### src/rtl/mem_arbiter_pkg.sv
// ---------------------------------------------------------------------------
// mem_arb_pkg
// Shared definitions for the memory arbiter slice: FSM state encoding, request
// owner encoding, access size codes and a size normalisation helper.
// ---------------------------------------------------------------------------
package mem_arb_pkg;

  typedef enum logic [1:0] {
    IDLE  = 2'd0,
    ISSUE = 2'd1,
    WAIT  = 2'd2
  } arb_state_e;

  typedef enum logic {
    OWN_IF  = 1'b0,
    OWN_LSU = 1'b1
  } arb_owner_e;

  localparam logic [2:0] SZ_B = 3'd1;
  localparam logic [2:0] SZ_H = 3'd2;
  localparam logic [2:0] SZ_W = 3'd4;

  // Any size code other than byte or halfword is handled as a full word.
  function automatic logic [2:0] norm_size(input logic [2:0] size);
    case (size)
      SZ_B, SZ_H: norm_size = size;
      default:    norm_size = SZ_W;
    endcase
  endfunction

endpackage

### src/rtl/mem_arbiter_if.sv
// ---------------------------------------------------------------------------
// mem_arbiter_if
// Bundles the three request/response channels around the arbiter:
//   if_*   : instruction fetch request (addr) and read response
//   lsu_*  : load/store request (we/addr/wdata/size) and response
//   eng_*  : request to / response from the byte-serial RAM engine
// Modports:
//   slave  : the arbiter's view (accepts IF/LSU requests, drives the engine)
//   master : the surrounding system's view (clients plus engine)
// ---------------------------------------------------------------------------
interface mem_arbiter_if #(
  parameter int ADDR_W = 32,
  parameter int DATA_W = 32
);

  logic              if_req_valid;
  logic [ADDR_W-1:0] if_req_addr;
  logic              if_req_ready;
  logic              if_resp_valid;
  logic [DATA_W-1:0] if_resp_data;

  logic              lsu_req_valid;
  logic              lsu_req_we;
  logic [ADDR_W-1:0] lsu_req_addr;
  logic [DATA_W-1:0] lsu_req_wdata;
  logic [2:0]        lsu_req_size;
  logic              lsu_req_ready;
  logic              lsu_resp_valid;
  logic [DATA_W-1:0] lsu_resp_data;

  logic              eng_req_valid;
  logic              eng_req_we;
  logic [ADDR_W-1:0] eng_req_addr;
  logic [DATA_W-1:0] eng_req_wdata;
  logic [2:0]        eng_req_size;
  logic              eng_req_ready;
  logic              eng_resp_valid;
  logic [DATA_W-1:0] eng_resp_rdata;

  modport slave (
    input  if_req_valid, if_req_addr,
    output if_req_ready, if_resp_valid, if_resp_data,
    input  lsu_req_valid, lsu_req_we, lsu_req_addr, lsu_req_wdata, lsu_req_size,
    output lsu_req_ready, lsu_resp_valid, lsu_resp_data,
    output eng_req_valid, eng_req_we, eng_req_addr, eng_req_wdata, eng_req_size,
    input  eng_req_ready, eng_resp_valid, eng_resp_rdata
  );

  modport master (
    output if_req_valid, if_req_addr,
    input  if_req_ready, if_resp_valid, if_resp_data,
    output lsu_req_valid, lsu_req_we, lsu_req_addr, lsu_req_wdata, lsu_req_size,
    input  lsu_req_ready, lsu_resp_valid, lsu_resp_data,
    input  eng_req_valid, eng_req_we, eng_req_addr, eng_req_wdata, eng_req_size,
    output eng_req_ready, eng_resp_valid, eng_resp_rdata
  );

endinterface

### src/rtl/mem_arbiter_pick.sv
// ---------------------------------------------------------------------------
// mem_arb_pick
// Combinational winner selection between IF and LSU.
// Ports:
//   i_idle        arbiter is in IDLE and can accept
//   i_en          global enable, already combined with reset
//   i_flush       IF redirect; an IF request is not accepted this cycle
//   i_if_valid    IF request pending
//   i_lsu_valid   LSU request pending
//   i_starve_cnt  consecutive LSU grants taken while IF was waiting
//   o_grant_if    IF wins (also drives if_req_ready)
//   o_grant_lsu   LSU wins (also drives lsu_req_ready)
// ---------------------------------------------------------------------------
module mem_arb_pick #(
  parameter int STARVE_MAX = 4
) (
  input  logic       i_idle,
  input  logic       i_en,
  input  logic       i_flush,
  input  logic       i_if_valid,
  input  logic       i_lsu_valid,
  input  logic [3:0] i_starve_cnt,
  output logic       o_grant_if,
  output logic       o_grant_lsu
);

  logic w_can_grant;
  logic w_if_elig;
  logic w_force_if;

  assign w_can_grant = i_idle && i_en;
  // A flushed IF request is ineligible, so LSU may still win that cycle
  // even when IF has used up its starvation budget.
  assign w_if_elig   = i_if_valid && !i_flush;
  assign w_force_if  = w_if_elig && (i_starve_cnt == 4'(STARVE_MAX));

  assign o_grant_lsu = w_can_grant && i_lsu_valid && !w_force_if;
  assign o_grant_if  = w_can_grant && w_if_elig && !o_grant_lsu;

endmodule

### src/rtl/mem_arbiter.sv
// ---------------------------------------------------------------------------
// mem_arbiter
// Shares one byte-serial RAM engine between instruction fetch and the LSU.
// One request is latched at a time, issued to the engine with valid/ready,
// and the response is returned as a one-cycle registered pulse to its owner.
// LSU has fixed priority; IF is forced through after STARVE_MAX consecutive
// LSU grants taken while IF was waiting. flush discards an IF transaction.
//
// Ports:
//   clk, rst   clock, synchronous active-high reset
//   rdy        global enable; low freezes every register, forces req_ready 0
//   flush      discard the IF request/response in flight
//   bus        mem_arbiter_if.slave (IF, LSU and engine channels)
//   stat_*     grant and stall counters (only with MEM_ARB_STATS_EN)
//
// Build option: define MEM_ARB_STATS_EN to add the statistics outputs
// stat_if_grants, stat_lsu_grants and stat_stall_cycles.
// ---------------------------------------------------------------------------
module mem_arbiter
  import mem_arb_pkg::*;
#(
  parameter int ADDR_W     = 32,
  parameter int DATA_W     = 32,
  parameter int STARVE_MAX = 4
) (
  input  logic        clk,
  input  logic        rst,
  input  logic        rdy,
  input  logic        flush,
  mem_arbiter_if.slave bus
`ifdef MEM_ARB_STATS_EN
  ,
  output logic [31:0] stat_if_grants,
  output logic [31:0] stat_lsu_grants,
  output logic [31:0] stat_stall_cycles
`endif
);

  arb_state_e        r_state;
  arb_state_e        w_next_state;
  arb_owner_e        r_owner;
  logic [ADDR_W-1:0] r_addr;
  logic              r_we;
  logic [DATA_W-1:0] r_wdata;
  logic [2:0]        r_size;
  logic [3:0]        r_starve_cnt;
  logic              r_drop;
  logic              r_if_resp_valid;
  logic [DATA_W-1:0] r_if_resp_data;
  logic              r_lsu_resp_valid;
  logic [DATA_W-1:0] r_lsu_resp_data;

  logic w_idle;
  logic w_en;
  logic w_grant_if;
  logic w_grant_lsu;
  logic w_accept;
  logic w_handshake;
  logic w_resp_done;
  logic w_if_kill;
  logic w_deliver;

  // Keep only the bytes the load asked for; upper bits read back as zero.
  function automatic logic [DATA_W-1:0] zext_resp(input logic [DATA_W-1:0] d,
                                                  input logic [2:0]        size);
    logic [DATA_W-1:0] m;
    case (size)
      SZ_B:    m = DATA_W'(8'hFF);
      SZ_H:    m = DATA_W'(16'hFFFF);
      default: m = '1;
    endcase
    return d & m;
  endfunction

  assign w_idle      = (r_state == IDLE);
  // Readies stay low during reset as well as while frozen.
  assign w_en        = rdy && !rst;
  assign w_accept    = w_grant_if || w_grant_lsu;
  assign w_handshake = (r_state == ISSUE) && bus.eng_req_ready;
  assign w_resp_done = (r_state == WAIT) && bus.eng_resp_valid;
  assign w_if_kill   = flush && (r_owner == OWN_IF);
  assign w_deliver   = w_resp_done && !r_drop && !w_if_kill;

  mem_arb_pick #(
    .STARVE_MAX (STARVE_MAX)
  ) u_pick (
    .i_idle       (w_idle),
    .i_en         (w_en),
    .i_flush      (flush),
    .i_if_valid   (bus.if_req_valid),
    .i_lsu_valid  (bus.lsu_req_valid),
    .i_starve_cnt (r_starve_cnt),
    .o_grant_if   (w_grant_if),
    .o_grant_lsu  (w_grant_lsu)
  );

  // FSM state register
  always_ff @(posedge clk) begin
    if (rst) begin
      r_state <= IDLE;
    end else if (rdy) begin
      r_state <= w_next_state;
    end
  end

  // FSM next-state logic
  always_comb begin
    w_next_state = r_state;
    case (r_state)
      IDLE:    if (w_accept) w_next_state = ISSUE;
      // A completed handshake wins over flush; the response is then dropped.
      ISSUE:   if (bus.eng_req_ready) w_next_state = WAIT;
               else if (w_if_kill)    w_next_state = IDLE;
      WAIT:    if (bus.eng_resp_valid) w_next_state = IDLE;
      default: w_next_state = IDLE;
    endcase
  end

  // FSM outputs
  always_comb begin
    bus.eng_req_valid = (r_state == ISSUE);
    bus.if_req_ready  = w_grant_if;
    bus.lsu_req_ready = w_grant_lsu;
  end

  assign bus.eng_req_we     = r_we;
  assign bus.eng_req_addr   = r_addr;
  assign bus.eng_req_wdata  = r_wdata;
  assign bus.eng_req_size   = r_size;
  assign bus.if_resp_valid  = r_if_resp_valid;
  assign bus.if_resp_data   = r_if_resp_data;
  assign bus.lsu_resp_valid = r_lsu_resp_valid;
  assign bus.lsu_resp_data  = r_lsu_resp_data;

  // Request latch, loaded on accept (grants are already gated by rdy)
  always_ff @(posedge clk) begin
    if (rst) begin
      r_owner <= OWN_IF;
      r_addr  <= '0;
      r_we    <= 1'b0;
      r_wdata <= '0;
      r_size  <= '0;
    end else if (w_grant_lsu) begin
      r_owner <= OWN_LSU;
      r_addr  <= bus.lsu_req_addr;
      r_we    <= bus.lsu_req_we;
      r_wdata <= bus.lsu_req_wdata;
      r_size  <= norm_size(bus.lsu_req_size);
    end else if (w_grant_if) begin
      r_owner <= OWN_IF;
      r_addr  <= bus.if_req_addr;
      r_we    <= 1'b0;
      r_wdata <= '0;
      r_size  <= SZ_W;
    end
  end

  // Anti-starvation counter: counts LSU grants taken over a waiting IF
  always_ff @(posedge clk) begin
    if (rst) begin
      r_starve_cnt <= '0;
    end else if (w_grant_lsu) begin
      if (!bus.if_req_valid) begin
        r_starve_cnt <= '0;
      end else if (r_starve_cnt != 4'(STARVE_MAX)) begin
        r_starve_cnt <= r_starve_cnt + 4'd1;
      end
    end else if (w_grant_if) begin
      r_starve_cnt <= '0;
    end
  end

  // drop marks an IF transaction already at the engine whose data is unwanted
  always_ff @(posedge clk) begin
    if (rst) begin
      r_drop <= 1'b0;
    end else if (rdy) begin
      if (w_resp_done) begin
        r_drop <= 1'b0;
      end else if (w_if_kill && ((r_state == WAIT) || w_handshake)) begin
        r_drop <= 1'b1;
      end
    end
  end

  // Response routing: one-cycle registered pulse to the owner
  always_ff @(posedge clk) begin
    if (rst) begin
      r_if_resp_valid  <= 1'b0;
      r_if_resp_data   <= '0;
      r_lsu_resp_valid <= 1'b0;
      r_lsu_resp_data  <= '0;
    end else if (rdy) begin
      r_if_resp_valid  <= w_deliver && (r_owner == OWN_IF);
      r_lsu_resp_valid <= w_deliver && (r_owner == OWN_LSU);
      if (w_deliver && (r_owner == OWN_IF)) begin
        r_if_resp_data <= bus.eng_resp_rdata;
      end
      if (w_deliver && (r_owner == OWN_LSU)) begin
        r_lsu_resp_data <= r_we ? '0 : zext_resp(bus.eng_resp_rdata, r_size);
      end
    end
  end

`ifdef MEM_ARB_STATS_EN
  logic [31:0] r_stat_if;
  logic [31:0] r_stat_lsu;
  logic [31:0] r_stat_stall;

  // Statistics counters, free-running and wrapping
  always_ff @(posedge clk) begin
    if (rst) begin
      r_stat_if    <= '0;
      r_stat_lsu   <= '0;
      r_stat_stall <= '0;
    end else if (rdy) begin
      if (w_grant_if)  r_stat_if  <= r_stat_if + 32'd1;
      if (w_grant_lsu) r_stat_lsu <= r_stat_lsu + 32'd1;
      if ((bus.if_req_valid || bus.lsu_req_valid) && !w_accept) begin
        r_stat_stall <= r_stat_stall + 32'd1;
      end
    end
  end

  assign stat_if_grants    = r_stat_if;
  assign stat_lsu_grants   = r_stat_lsu;
  assign stat_stall_cycles = r_stat_stall;
`endif

endmodule

### src/flat_wrapper.sv
// flat-port wrapper written by rule: the top's interface ports become plain ports
module mem_arbiter_flat import mem_arb_pkg::*;
#(
  parameter int ADDR_W     = 32,
  parameter int DATA_W     = 32,
  parameter int STARVE_MAX = 4
)
  (clk, rst, rdy, flush, bus_if_req_valid, bus_if_req_addr, bus_if_req_ready, bus_if_resp_valid, bus_if_resp_data, bus_lsu_req_valid, bus_lsu_req_we, bus_lsu_req_addr, bus_lsu_req_wdata, bus_lsu_req_size, bus_lsu_req_ready, bus_lsu_resp_valid, bus_lsu_resp_data, bus_eng_req_valid, bus_eng_req_we, bus_eng_req_addr, bus_eng_req_wdata, bus_eng_req_size, bus_eng_req_ready, bus_eng_resp_valid, bus_eng_resp_rdata);
  mem_arbiter_if #(.ADDR_W(ADDR_W), .DATA_W(DATA_W)) bus_i ();
  input  logic clk;
  input  logic rst;
  input  logic rdy;
  input  logic flush;
  input wire logic [$bits(bus_i.if_req_valid)-1:0] bus_if_req_valid;
  input wire logic [$bits(bus_i.if_req_addr)-1:0] bus_if_req_addr;
  output wire logic [$bits(bus_i.if_req_ready)-1:0] bus_if_req_ready;
  output wire logic [$bits(bus_i.if_resp_valid)-1:0] bus_if_resp_valid;
  output wire logic [$bits(bus_i.if_resp_data)-1:0] bus_if_resp_data;
  input wire logic [$bits(bus_i.lsu_req_valid)-1:0] bus_lsu_req_valid;
  input wire logic [$bits(bus_i.lsu_req_we)-1:0] bus_lsu_req_we;
  input wire logic [$bits(bus_i.lsu_req_addr)-1:0] bus_lsu_req_addr;
  input wire logic [$bits(bus_i.lsu_req_wdata)-1:0] bus_lsu_req_wdata;
  input wire logic [$bits(bus_i.lsu_req_size)-1:0] bus_lsu_req_size;
  output wire logic [$bits(bus_i.lsu_req_ready)-1:0] bus_lsu_req_ready;
  output wire logic [$bits(bus_i.lsu_resp_valid)-1:0] bus_lsu_resp_valid;
  output wire logic [$bits(bus_i.lsu_resp_data)-1:0] bus_lsu_resp_data;
  output wire logic [$bits(bus_i.eng_req_valid)-1:0] bus_eng_req_valid;
  output wire logic [$bits(bus_i.eng_req_we)-1:0] bus_eng_req_we;
  output wire logic [$bits(bus_i.eng_req_addr)-1:0] bus_eng_req_addr;
  output wire logic [$bits(bus_i.eng_req_wdata)-1:0] bus_eng_req_wdata;
  output wire logic [$bits(bus_i.eng_req_size)-1:0] bus_eng_req_size;
  input wire logic [$bits(bus_i.eng_req_ready)-1:0] bus_eng_req_ready;
  input wire logic [$bits(bus_i.eng_resp_valid)-1:0] bus_eng_resp_valid;
  input wire logic [$bits(bus_i.eng_resp_rdata)-1:0] bus_eng_resp_rdata;
  assign bus_i.if_req_valid = bus_if_req_valid;
  assign bus_i.if_req_addr = bus_if_req_addr;
  assign bus_if_req_ready = bus_i.if_req_ready;
  assign bus_if_resp_valid = bus_i.if_resp_valid;
  assign bus_if_resp_data = bus_i.if_resp_data;
  assign bus_i.lsu_req_valid = bus_lsu_req_valid;
  assign bus_i.lsu_req_we = bus_lsu_req_we;
  assign bus_i.lsu_req_addr = bus_lsu_req_addr;
  assign bus_i.lsu_req_wdata = bus_lsu_req_wdata;
  assign bus_i.lsu_req_size = bus_lsu_req_size;
  assign bus_lsu_req_ready = bus_i.lsu_req_ready;
  assign bus_lsu_resp_valid = bus_i.lsu_resp_valid;
  assign bus_lsu_resp_data = bus_i.lsu_resp_data;
  assign bus_eng_req_valid = bus_i.eng_req_valid;
  assign bus_eng_req_we = bus_i.eng_req_we;
  assign bus_eng_req_addr = bus_i.eng_req_addr;
  assign bus_eng_req_wdata = bus_i.eng_req_wdata;
  assign bus_eng_req_size = bus_i.eng_req_size;
  assign bus_i.eng_req_ready = bus_eng_req_ready;
  assign bus_i.eng_resp_valid = bus_eng_resp_valid;
  assign bus_i.eng_resp_rdata = bus_eng_resp_rdata;
  mem_arbiter #(.ADDR_W(ADDR_W), .DATA_W(DATA_W), .STARVE_MAX(STARVE_MAX)) u_core (.clk(clk), .rst(rst), .rdy(rdy), .flush(flush), .bus(bus_i));
endmodule
### config.mk
export PLATFORM = sky130hd
export DESIGN_NAME = mem_arbiter_flat
export DESIGN_NICKNAME = d
export VERILOG_FILES = /design/src/rtl/mem_arbiter_pkg.sv /design/src/rtl/mem_arbiter_if.sv /design/src/rtl/mem_arbiter_pick.sv /design/src/rtl/mem_arbiter.sv /design/src/flat_wrapper.sv
export SDC_FILE = /design/constraint.sdc
export NUM_CORES = 1
export LEC_CHECK = 0
export ABC_AREA = 1
export BUFFER_PORTS_ARGS = -buffer_cell sky130_fd_sc_hd__buf_2
export CAP_MARGIN = 30
export CORE_ASPECT_RATIO = 1.4
export CORE_MARGIN = 1.5
export CORE_UTILIZATION = 46
export CTS_CLUSTER_SIZE = 25
export DETAILED_ROUTE_END_ITERATION = 12
export GPL_ROUTABILITY_DRIVEN = 0
export GPL_TIMING_DRIVEN = 0
export PLACE_DENSITY = 0.92
export SLEW_MARGIN = 20
export SYNTH_ARGS = -nofsm -noshare
export SYNTH_HDL_FRONTEND = slang
export SYNTH_HIERARCHICAL = 1
export SYNTH_SLANG_ARGS = --single-unit
### constraint.sdc
create_clock -name clk -period 2.85 [get_ports clk]
set_clock_uncertainty 0.1 [all_clocks]
set_input_delay 0.57 -clock clk [delete_from_list [all_inputs] [get_ports clk]]
set_output_delay 0.57 -clock clk [all_outputs]
set_load 0.01 [all_outputs]
==> run summary, run 1 <==
status: complete, no violations
Pre-antenna DRT Iters: 5
first-pass GRT wire length: 28100 microns
H-tree depth: 4
worst skew pair latency: 0.41 ns
Crit path required time: 2.18 ns
die footprint: 12900 sq um
Worst Path Buf+Inv: 2
Hold Violations, Final: 0
Die Ht: 134 microns
Critical Path Max Stage Delay: 0.37 ns
WL/cell: 15.0 microns
Hold Path Class: primary input to flop
DR iter-0 viols: 247
Die W: 96.6 microns
Area after DPL: 7200 sq um
Worst Setup End Kind: output pin
Nets: 1212
CP Max Fanout: 17
WP data arrival: 1.83 ns
CP delay by family, top: buffers and inverters
most frequent CP cell: buf_2
synth unique cells: 27
core area: 11900 sq um
Synth-to-Final Area Change: 37.7%
top achievable clock speed: 0.400 GHz
DRC Markers: 0
fin crit share: 87.8%
Least-Margin Pin Slew: 0.518 ns
maximum resistive drop on vdd: 0.000410 V
total design power: 4.60 mW
Syn Area/Cell: 7.26 sq um
Initial Utilization: 47.5%
CTS tree: done
initial antenna violation count: 0
row cnt: 47
Clock Path Buffers: 2
Placement Setup Slack: -0.250 ns
Post-Route WL: 18400 microns
Cells after Synth: 777
P per Cell Area: 593 nW/um^2
grt total ovfl: 0
register area share after synthesis: 50.4%
total number of vias: 6289
Port Buffers: 275
Setup CP Type: primary input to output pin
Root Driver: clkbuf_16
Synth Cell Area: 5640 sq um
total CTS buffers: 17
vias in the first global route: 6114
dpl cells: 1199
layout cells sized above 1: 31.2%
Tmin final: 2.50 ns
Fillers: 1035
RSZ-0062 raised after global routing: no
GRT Overall Usage: 28.3%
io pins: 277
max-slew violations: 0
Clock Sinks: 142
Ys Warns: 6
post-detailed-route via-to-cell ratio: 5.12
Worst-path clk slew: 0.06 ns
pin count of the biggest net entering global routing: 17
CP Cell Sequence: buf_2 > nor2_1 > and3_1 > a21oi_2 > buf_2
register bit count reported by yosys: 142
Non-Filler Instances: 1229
placed wire-length estimate: 14100 microns
Crit-path slowest cell: a21oi_2
Antenna Nets Post-Route: 0
CP startpoint kind: primary input
Setup-failing EPs final: 0
Final WS setup: 0.348 ns
Design Area, Final: 7770 sq um
Leak Pwr: 3.79 nW
setup TNS: 0 ns
postcts setup bufs: 0
Post-Syn Nets: 919
Slew Limit Headroom: 65.4%
max-cap viol count: 0
Ant. Diodes: 0
-- where the power goes --
part	switching (mW)	total, mW	internal (mW)
Sequential	0.0265	2.06	2.04
Combinational	0.246	0.415	0.170
Clock	0.843	2.13	1.28
Total	1.12	4.60	3.49
-- routing by layer --
metal	part of all wire (%)	vias up	global-route usage [%]
met4	5.4	0	17.6
met5	0	-	0
met1	36	2841	28.5
li1	-	3073	-
met2	50	306	49.8
met3	8.3	69	7.88
-- placed cells by master, fill, tap and decap left out, drive strengths merged --
| cell type | synthesis | routed |
|---|---|---|
| clkinv | 1 | 6 |
| clkbuf | 28 | 48 |
| o21ai | 76 | 76 |
| clkinvlp | 0 | 4 |
| nand3 | 20 | 20 |
| nor3 | 28 | 28 |
| a21oi | 69 | 69 |
| a211oi | 1 | 1 |
| nand4 | 7 | 7 |
| nand2 | 151 | 151 |
| inv | 43 | 43 |
| nor2 | 184 | 184 |
| dfxtp | 142 | 142 |
| buf | 19 | 294 |
| o21bai | 4 | 4 |
| bufinv | 0 | 1 |
| xor2 | 1 | 1 |
| and3 | 1 | 1 |
| ha | 2 | 2 |
-- state kept, by name (all words and copies together), names as in the netlist --
name,cells
u_core/r_drop,1
u_core/r_starve_cnt,4
u_core/bus.eng_req_addr,32
u_core/bus.eng_req_wdata,32
u_core/bus.eng_req_size,3
u_core/bus.if_resp_valid,1
u_core/bus.lsu_resp_data,32
u_core/bus.lsu_resp_valid,1
u_core/r_state,2
u_core/bus.if_resp_data,32
u_core/bus.eng_req_we,1
u_core/r_owner,1
-- stage by stage --
stage,hold slack [ns],util [%]
6_report,0.310,65.4
5_1_grt,0.304,65.4
4_1_cts,0.294,65.4
3_5_place_dp,0.352,60.6
3_3_place_gp,0.345,60.6
2_1_floorplan,0.352,-
-- final timing paths --
kind         cells past startpoint                                         to  slack, ns                                      start
min                              3  u_core/bus.eng_req_wdata[15]$_SDFFE_PP0P_       0.31                      bus_lsu_req_wdata[15]
min reg2reg                      2  u_core/bus.eng_req_wdata[25]$_SDFFE_PP0P_       0.36  u_core/bus.eng_req_wdata[25]$_SDFFE_PP0P_
max                              5                           bus_if_req_ready       0.35                                        rst
max reg2reg                      8   u_core/bus.eng_req_addr[16]$_SDFFE_PP0P_       0.53             u_core/r_state[1]$_SDFFE_PP0P_
-- final cells by class --
class / count / area (sq um) / share of cell area [%]
inverter: 44 / 165 / 2.13
timing repair buffer: 275 / 1380 / 17.7
clock buffer: 21 / 480 / 6.19
buffer: 46 / 236 / 3.04
tap: 147 / 184 / 2.37
sequential: 142 / 2840 / 36.6
clock inverter: 10 / 88.8 / 1.14
multi-input combinational: 544 / 2390 / 30.8
-- cells by family (layout without fill, tap and decap cells) --
group           after synthesis  after routing  synth area share, %
fa+ha+maj                     2              2                0.443
xor+xnor                      1              1                0.155
simple gates                391            391                 28.2
flops                       142            142                 50.4
buf+inv                      91            396                 7.19
compound gates              150            150                 13.6
-- worst reg2reg max path: stages (launching register included) --
cell	delay, ns
dfxtp_1	0.43
nor2_1	0.12
and3_1	0.20
a21oi_2	0.37
nor2_2	0.14
inv_1	0.21
clkbuf_1	0.40
nor2_1	0.09
nor3_1	0.18
-- cells in the mapped netlist --
| cell type | count | area share [%] |
|---|---|---|
| buf_6 | 6 | 1.2 |
| nor3_1 | 28 | 2.5 |
| nand2_2 | 3 | 0.33 |
| buf_2 | 9 | 0.80 |
| inv_1 | 39 | 2.6 |
| ha_1 | 2 | 0.44 |
| nand2_1 | 148 | 9.8 |
| nor2_4 | 3 | 0.60 |
| o21bai_1 | 4 | 0.53 |
| a21oi_1 | 68 | 6.0 |
| buf_1 | 2 | 0.13 |
| o21ai_1 | 3 | 0.27 |
| a211oi_1 | 1 | 0.13 |
| clkinv_1 | 1 | 0.066 |
| nor2_2 | 2 | 0.22 |
| xor2_1 | 1 | 0.16 |
| o21ai_0 | 73 | 6.5 |
| nor2_1 | 179 | 12 |
| a21oi_2 | 1 | 0.16 |
| dfxtp_1 | 142 | 50 |
| nand3_2 | 2 | 0.35 |
| inv_2 | 4 | 0.27 |
| and3_1 | 1 | 0.11 |
| clkbuf_1 | 28 | 1.9 |
| buf_4 | 2 | 0.27 |
| nand4_1 | 7 | 0.78 |
| nand3_1 | 18 | 1.6 |
-- timing repair --
action,4_1_cts,5_1_grt
hold endpoints to repair,0,0
hold buffers,0,0
setup endpoints to repair,0,20
resized for setup,0,0
Note: power is estimated with default switching activity, not from simulation.
==> inputs of run 2 (changes only) <==
--- a/config.mk
+++ b/config.mk
@@ -7,15 +7,17 @@
 export LEC_CHECK = 0
 export ABC_AREA = 1
 export BUFFER_PORTS_ARGS = -buffer_cell sky130_fd_sc_hd__buf_2
-export CAP_MARGIN = 30
+export CAP_MARGIN = 40
+export CELL_PAD_IN_SITES_DETAIL_PLACEMENT = 1
+export CELL_PAD_IN_SITES_GLOBAL_PLACEMENT = 2
 export CORE_ASPECT_RATIO = 1.4
 export CORE_MARGIN = 1.5
-export CORE_UTILIZATION = 46
+export CORE_UTILIZATION = 24
 export CTS_CLUSTER_SIZE = 25
 export DETAILED_ROUTE_END_ITERATION = 12
 export GPL_ROUTABILITY_DRIVEN = 0
 export GPL_TIMING_DRIVEN = 0
-export PLACE_DENSITY = 0.92
+export PLACE_DENSITY = 0.81
 export SLEW_MARGIN = 20
 export SYNTH_ARGS = -nofsm -noshare
 export SYNTH_HDL_FRONTEND = slang
==> run summary, run 2 (synthesized netlist as in run 1, its figures left out) <==
Antenna Nets Post-Route: 0
WP data arrival: 1.85 ns
Crit-path slowest cell: a21oi_2
Setup-failing EPs final: 0
first-pass GRT wire length: 32800 microns
layout cells sized above 1: 31.2%
Worst-path clk slew: 0.06 ns
Hold Path Class: primary input to flop
RR Endpoint: u_core/bus.eng_req_addr[20]$_SDFFE_PP0P_
post-detailed-route via-to-cell ratio: 4.35
Die Ht: 184 microns
Hold Slack: 0.287 ns
max-slew violations: 0
pin count of the biggest net entering global routing: 18
RR Startpoint: u_core/r_state[1]$_SDFFE_PP0P_
max-cap viol count: 0
WL/cell: 15.3 microns
Post-Route WL: 21300 microns
combinational power share: 8.6%
Int Power: 3.70 mW
setup TNS: 0 ns
FF-to-FF path depth: 8
placed wire-length estimate: 16800 microns
Least-Margin Pin Slew: 0.577 ns
Worst R2R Setup Slack: 0.45 ns
status: complete, no violations
min-delay src: bus_lsu_req_we
hold depth: 3
Root Driver: clkbuf_16
Setup CP Type: primary input to output pin
Clock Sinks: 142
worst skew pair latency: 0.43 ns
total CTS buffers: 17
most frequent cells in the layout: 284 x buf_2, 179 x nor2_1, 148 x nand2_1, 142 x dfxtp_1, 73 x o21ai_0
DRC Markers: 0
RSZ-0062 raised after global routing: no
register area: 2840 sq um
grt total ovfl: 0
maximum resistive drop on vdd: 0.000409 V
Clock Path Buffers: 2
multi-input logic area: 2390 sq um
P per Cell Area: 609 nW/um^2
initial antenna violation count: 0
Die W: 133 microns
Fillers: 3002
CTS tree: done
vias in the first global route: 6143
Worst Path Buf+Inv: 2
Initial Utilization: 24.4%
Critical Path Max Stage Delay: 0.40 ns
leading cell type in the layout, fill and taps excluded: buf_2
fin crit share: 88.6%
core area: 23100 sq um
Clk pwr share: 49.3%
row cnt: 66
sw frac: 24.4%
CP Max Fanout: 17
Crit path required time: 2.18 ns
Slew Limit Headroom: 61.5%
post-cts resize count: 0
sequential share of power: 42.1%
top achievable clock speed: 0.396 GHz
Hold-fix buffers, CTS: 0
H-tree depth: 4
CP delay by family, top: buffers and inverters
Synth-to-Final Area Change: 42.3%
DR iter-0 viols: 165
Leak Pwr: 3.82 nW
postcts setup bufs: 0
total number of vias: 6040
Nets: 1212
Hold Crit Endpoint: u_core/bus.eng_req_we$_SDFFE_PP0P_
CP startpoint kind: primary input
Pre-antenna DRT Iters: 6
io pins: 277
Port Buffers: 275
Psw: 1.19 mW
Ant. Diodes: 0
Hold Violations, Final: 0
Tmin final: 2.52 ns
Worst Setup End Kind: output pin
most frequent CP cell: buf_2
CP Cell Sequence: buf_2 > nor2_1 > and3_1 > a21oi_2 > buf_2
GRT Overall Usage: 17.5%
die footprint: 24400 sq um
==> run 2: area by class of cell <==
type,instances,area share [%]
plain buffers,46,2.95
clock buffers,19,5.52
clock inverters,13,2.34
inverters,44,2.06
multi-input cells,544,29.8
flip-flops and latches,142,35.4
well taps,306,4.77
repair buffers,275,17.1
==> run 2: per-stage QoR <==
step,worst slack (ns),cell area [sq um],util (%),instances,power [mW]
after global routing,0.122,8030,34.7,1389,5.11
after global placement,-0.403,7400,32.0,1358,2.53
after detailed placement,-0.430,7400,32.0,1358,2.53
final,0.326,8030,34.7,1389,4.89
after floorplan,0.447,5640,-,777,2.30
after CTS,0.254,8030,34.7,1389,4.98
==> run 2: worst register-to-register path, delay by kind of cell (launching register included) <==
| family | cells | cell delay (ns) |
|---|---|---|
| flip-flops | 1 | 0.43 |
| buffers and inverters | 2 | 0.65 |
| AO/OA/AOI/OAI | 1 | 0.40 |
| AND/OR/NAND/NOR | 5 | 0.73 |
==> run 2: layer usage <==
layer	up-vias	track usage (%)	routed length, microns
li1	3073	-	-
met1	2794	18.6	8320
met2	151	33.4	11600
met3	22	4.68	1080
met4	0	5.93	362
met5	-	0	0
==> run 2: worst max path at each step <==
stage / end / from / slack, ns / depth (start not counted)
after CTS: bus_if_req_ready / rst / 0.25 / 5
after global routing: u_core/bus.eng_req_addr[9]$_SDFFE_PP0P_ / rst / 0.12 / 9
after floorplan: u_core/bus.eng_req_addr[19]$_SDFFE_PP0P_ / rst / 0.45 / 13
after detailed placement: u_core/bus.eng_req_addr[10]$_SDFFE_PP0P_ / rst / -0.43 / 10
after global placement: u_core/bus.eng_req_addr[12]$_SDFFE_PP0P_ / rst / -0.40 / 10
final: bus_if_req_ready / rst / 0.33 / 5
==> run 2: power groups by stage <==
stage               combinational (mW)  sequential, mW  clock (mW)
finish                           0.420            2.06        2.41
global route                     0.478            2.06        2.57
CTS                              0.431            2.06        2.49
detailed placement               0.430            2.10           0
global placement                 0.425            2.10           0
floorplan                        0.177            2.13           0
==> inputs of run 3 (changes only) <==
--- a/config.mk
+++ b/config.mk
@@ -18,8 +18,8 @@
 export GPL_ROUTABILITY_DRIVEN = 0
 export GPL_TIMING_DRIVEN = 0
 export PLACE_DENSITY = 0.81
+export SETUP_SLACK_MARGIN = 0.5
 export SLEW_MARGIN = 20
 export SYNTH_ARGS = -nofsm -noshare
 export SYNTH_HDL_FRONTEND = slang
-export SYNTH_HIERARCHICAL = 1
 export SYNTH_SLANG_ARGS = --single-unit
==> constraint.sdc (replaced) <==
create_clock -name clk -period 2.85 [get_ports clk]
set_clock_uncertainty 0.1 [all_clocks]
set_input_delay 0.285 -clock clk [delete_from_list [all_inputs] [get_ports clk]]
set_output_delay 0.285 -clock clk [all_outputs]
set_load 0.01 [all_outputs]
==> run summary, run 3 <==
cell taking the most area after synthesis: dfxtp_1
CTS tree: done
total CTS buffers: 17
max-cap viol count: 0
post-synth top area share: 49.6%
synth cell count leaders: 218 x nand2_1, 142 x dfxtp_1, 84 x inv_1
Non-Filler Instances: 1444
CP Cell Sequence: inv_1 > ha_1 > nand2_1 > nor2_1 > nand2_1 > nand3_4 > inv_2 > buf_6 > buf_8 > buf_2
Least-Margin Pin Slew: 0.647 ns
sw frac: 25.5%
Port Buffers: 276
Die W: 134 microns
Area contributors post-synth: dfxtp_1 50%, nand2_1 14%, a21oi_1 6.7%
initial antenna violation count: 5
fin crit share: 80.7%
Setup CP Type: flop to output pin
register bit count reported by yosys: 142
Clk pwr share: 45.6%
placed wire-length estimate: 17200 microns
Leak Pwr: 4.37 nW
Worst-path clk slew: 0.06 ns
Tmin final: 2.30 ns
Placement Setup Slack: 0.766 ns
Setup-failing EPs final: 0
core area: 23400 sq um
top achievable clock speed: 0.435 GHz
Antenna Nets Post-Route: 0
WP data arrival: 1.91 ns
row cnt: 66
Hold Violations, Final: 0
synth unique cells: 25
Clock Sinks: 142
Clock Path Buffers: 2
vias in the first global route: 6584
Fillers: 3023
GRT Overall Usage: 17.9%
Root Driver: clkbuf_16
post-detailed-route via-to-cell ratio: 4.39
Crit-path slowest cell: dfxtp_1
Final WS setup: 0.551 ns
io pins: 277
Nets: 1264
sequential share of power: 43.2%
CP delay by family, top: buffers and inverters
Psw: 1.23 mW
Pre-antenna DRT Iters: 4
Cells after Synth: 807
DRC Markers: 0
most frequent cells in the layout: 295 x buf_2, 217 x nand2_1, 142 x dfxtp_1, 84 x inv_1, 77 x a21oi_1
grt total ovfl: 0
top-count cell post-synth: nand2_1
total number of vias: 6339
Synth async-reset ratio: 0%
Int Power: 3.61 mW
Post-Route WL: 21900 microns
layout cells sized above 1: 30.2%
CP Max Fanout: 10
Ys Warns: 0
Synth-to-Final Area Change: 44.6%
pin count of the biggest net entering global routing: 17
combinational power share: 11.2%
status: complete, no violations
Syn Area/Cell: 7.11 sq um
Initial Utilization: 24.5%
die footprint: 24900 sq um
worst skew pair latency: 0.42 ns
DR iter-0 viols: 170
Crit path required time: 2.47 ns
first-pass GRT wire length: 34500 microns
RSZ-0062 raised after global routing: yes
Critical Path Max Stage Delay: 0.37 ns
H-tree depth: 4
Post-synth EDFFs: 0
Synth Cell Area: 5740 sq um
Post-Syn Nets: 949
Die Ht: 186 microns
max-slew violations: 0
Main synth FF type: dfxtp_1
Hold Path Class: primary input to flop
Worst Path Buf+Inv: 5
Worst Setup End Kind: output pin
register area share after synthesis: 49.6%
most frequent CP cell: nand2_1
Slew Limit Headroom: 56.9%
dpl cells: 1389
P per Cell Area: 583 nW/um^2
maximum resistive drop on vdd: 0.000408 V
WL/cell: 15.2 microns
setup TNS: 0 ns
leading cell type in the layout, fill and taps excluded: buf_2
CP startpoint kind: flop
-- run 3: changes by cell type after synthesis, sizes merged, moves of 9 or more --
cell	delta
inv	+44
nor2	-105
nand3	+56
nor3	-25
o21ai	-9
nand2	+68
-- run 3: area by class of cell --
cell class | count | area [sq um] | area share, %
clock inverters | 10 | 115 | 1.39
inverters | 88 | 330 | 3.98
flip-flops and latches | 142 | 2840 | 34.3
multi-input cells | 529 | 2340 | 28.2
repair buffers | 296 | 1580 | 19.0
clock buffers | 21 | 460 | 5.55
well taps | 306 | 383 | 4.61
plain buffers | 48 | 244 | 2.94
diodes | 4 | 10.0 | 0.121
-- run 3: path summary, 6_finish.rpt --
| check | end | slack, ns | cells past startpoint | from |
|---|---|---|---|---|
| max | bus_lsu_req_ready | 0.55 | 10 | u_core.r_starve_cnt[0]$_SDFFE_PP0P_ |
| min | u_core.bus.eng_req_wdata[28]$_SDFFE_PP0P_ | 0.02 | 3 | bus_lsu_req_wdata[28] |
| max reg2reg | u_core.bus.eng_req_addr[18]$_SDFFE_PP0P_ | 0.80 | 13 | u_core.r_starve_cnt[0]$_SDFFE_PP0P_ |
| min reg2reg | u_core.bus.eng_req_wdata[25]$_SDFFE_PP0P_ | 0.36 | 2 | u_core.bus.eng_req_wdata[25]$_SDFFE_PP0P_ |
-- run 3: power groups by stage --
| stage | Sequential [mW] | Clock [mW] | Combinational [mW] |
|---|---|---|---|
| 6_report | 2.09 | 2.21 | 0.542 |
| 5_1_grt | 2.10 | 2.36 | 0.617 |
| 4_1_cts | 2.09 | 2.28 | 0.555 |
| 3_5_place_dp | 2.13 | 0 | 0.529 |
| 3_3_place_gp | 2.13 | 0 | 0.524 |
| 2_1_floorplan | 2.16 | 0 | 0.228 |
-- run 3: what timing repair did --
item | in CTS | in global routing
hold endpoints to repair | 18 | 0
hold buffers | 18 | 0
buffers inserted | 2 | 0
endpoints found under the setup margin | 1 | 7
resized for setup | 2 | 6
-- run 3: worst register-to-register path, stage by stage (launching register included) --
cell	delay [ns]
dfxtp_1	0.37
inv_1	0.09
ha_1	0.21
nand2_1	0.07
nor2_1	0.05
nand2_1	0.10
nand3_4	0.08
buf_4	0.16
buf_4	0.16
clkbuf_2	0.20
nand2_1	0.10
nand3_1	0.14
nand2_1	0.09
inv_1	0.04
-- run 3: cell families (layout without fill, tap and decap cells) --
family / Yosys count / after routing / synth area share, %
other cells: 0 / 4 / 0
buf+inv: 136 / 463 / 9.77
fa+ha+maj: 2 / 2 / 0.436
simple gates: 379 / 379 / 27.1
compound gates: 146 / 146 / 12.8
xor+xnor: 2 / 2 / 0.305
flops: 142 / 142 / 49.6
-- run 3: metal layers --
metal,up-vias,track usage [%],part of all wire (%)
li1,3185,-,-
met3,24,5.61,6.6
met4,2,6.22,1.8
met5,-,0,0.055
met1,2947,18.3,39
met2,181,34.3,53
-- run 3: through the flow --
step,hold WS (ns),utilization [%],instance area (sq um),power [mW]
after detailed placement,0.352,32.1,7500,2.66
after global placement,0.346,32.1,7500,2.65
after floorplan,0.313,-,5740,2.39
final,0.0207,35.5,8300,4.84
after CTS,0.0000528,35.4,8280,4.92
after global routing,0.00569,35.5,8300,5.08
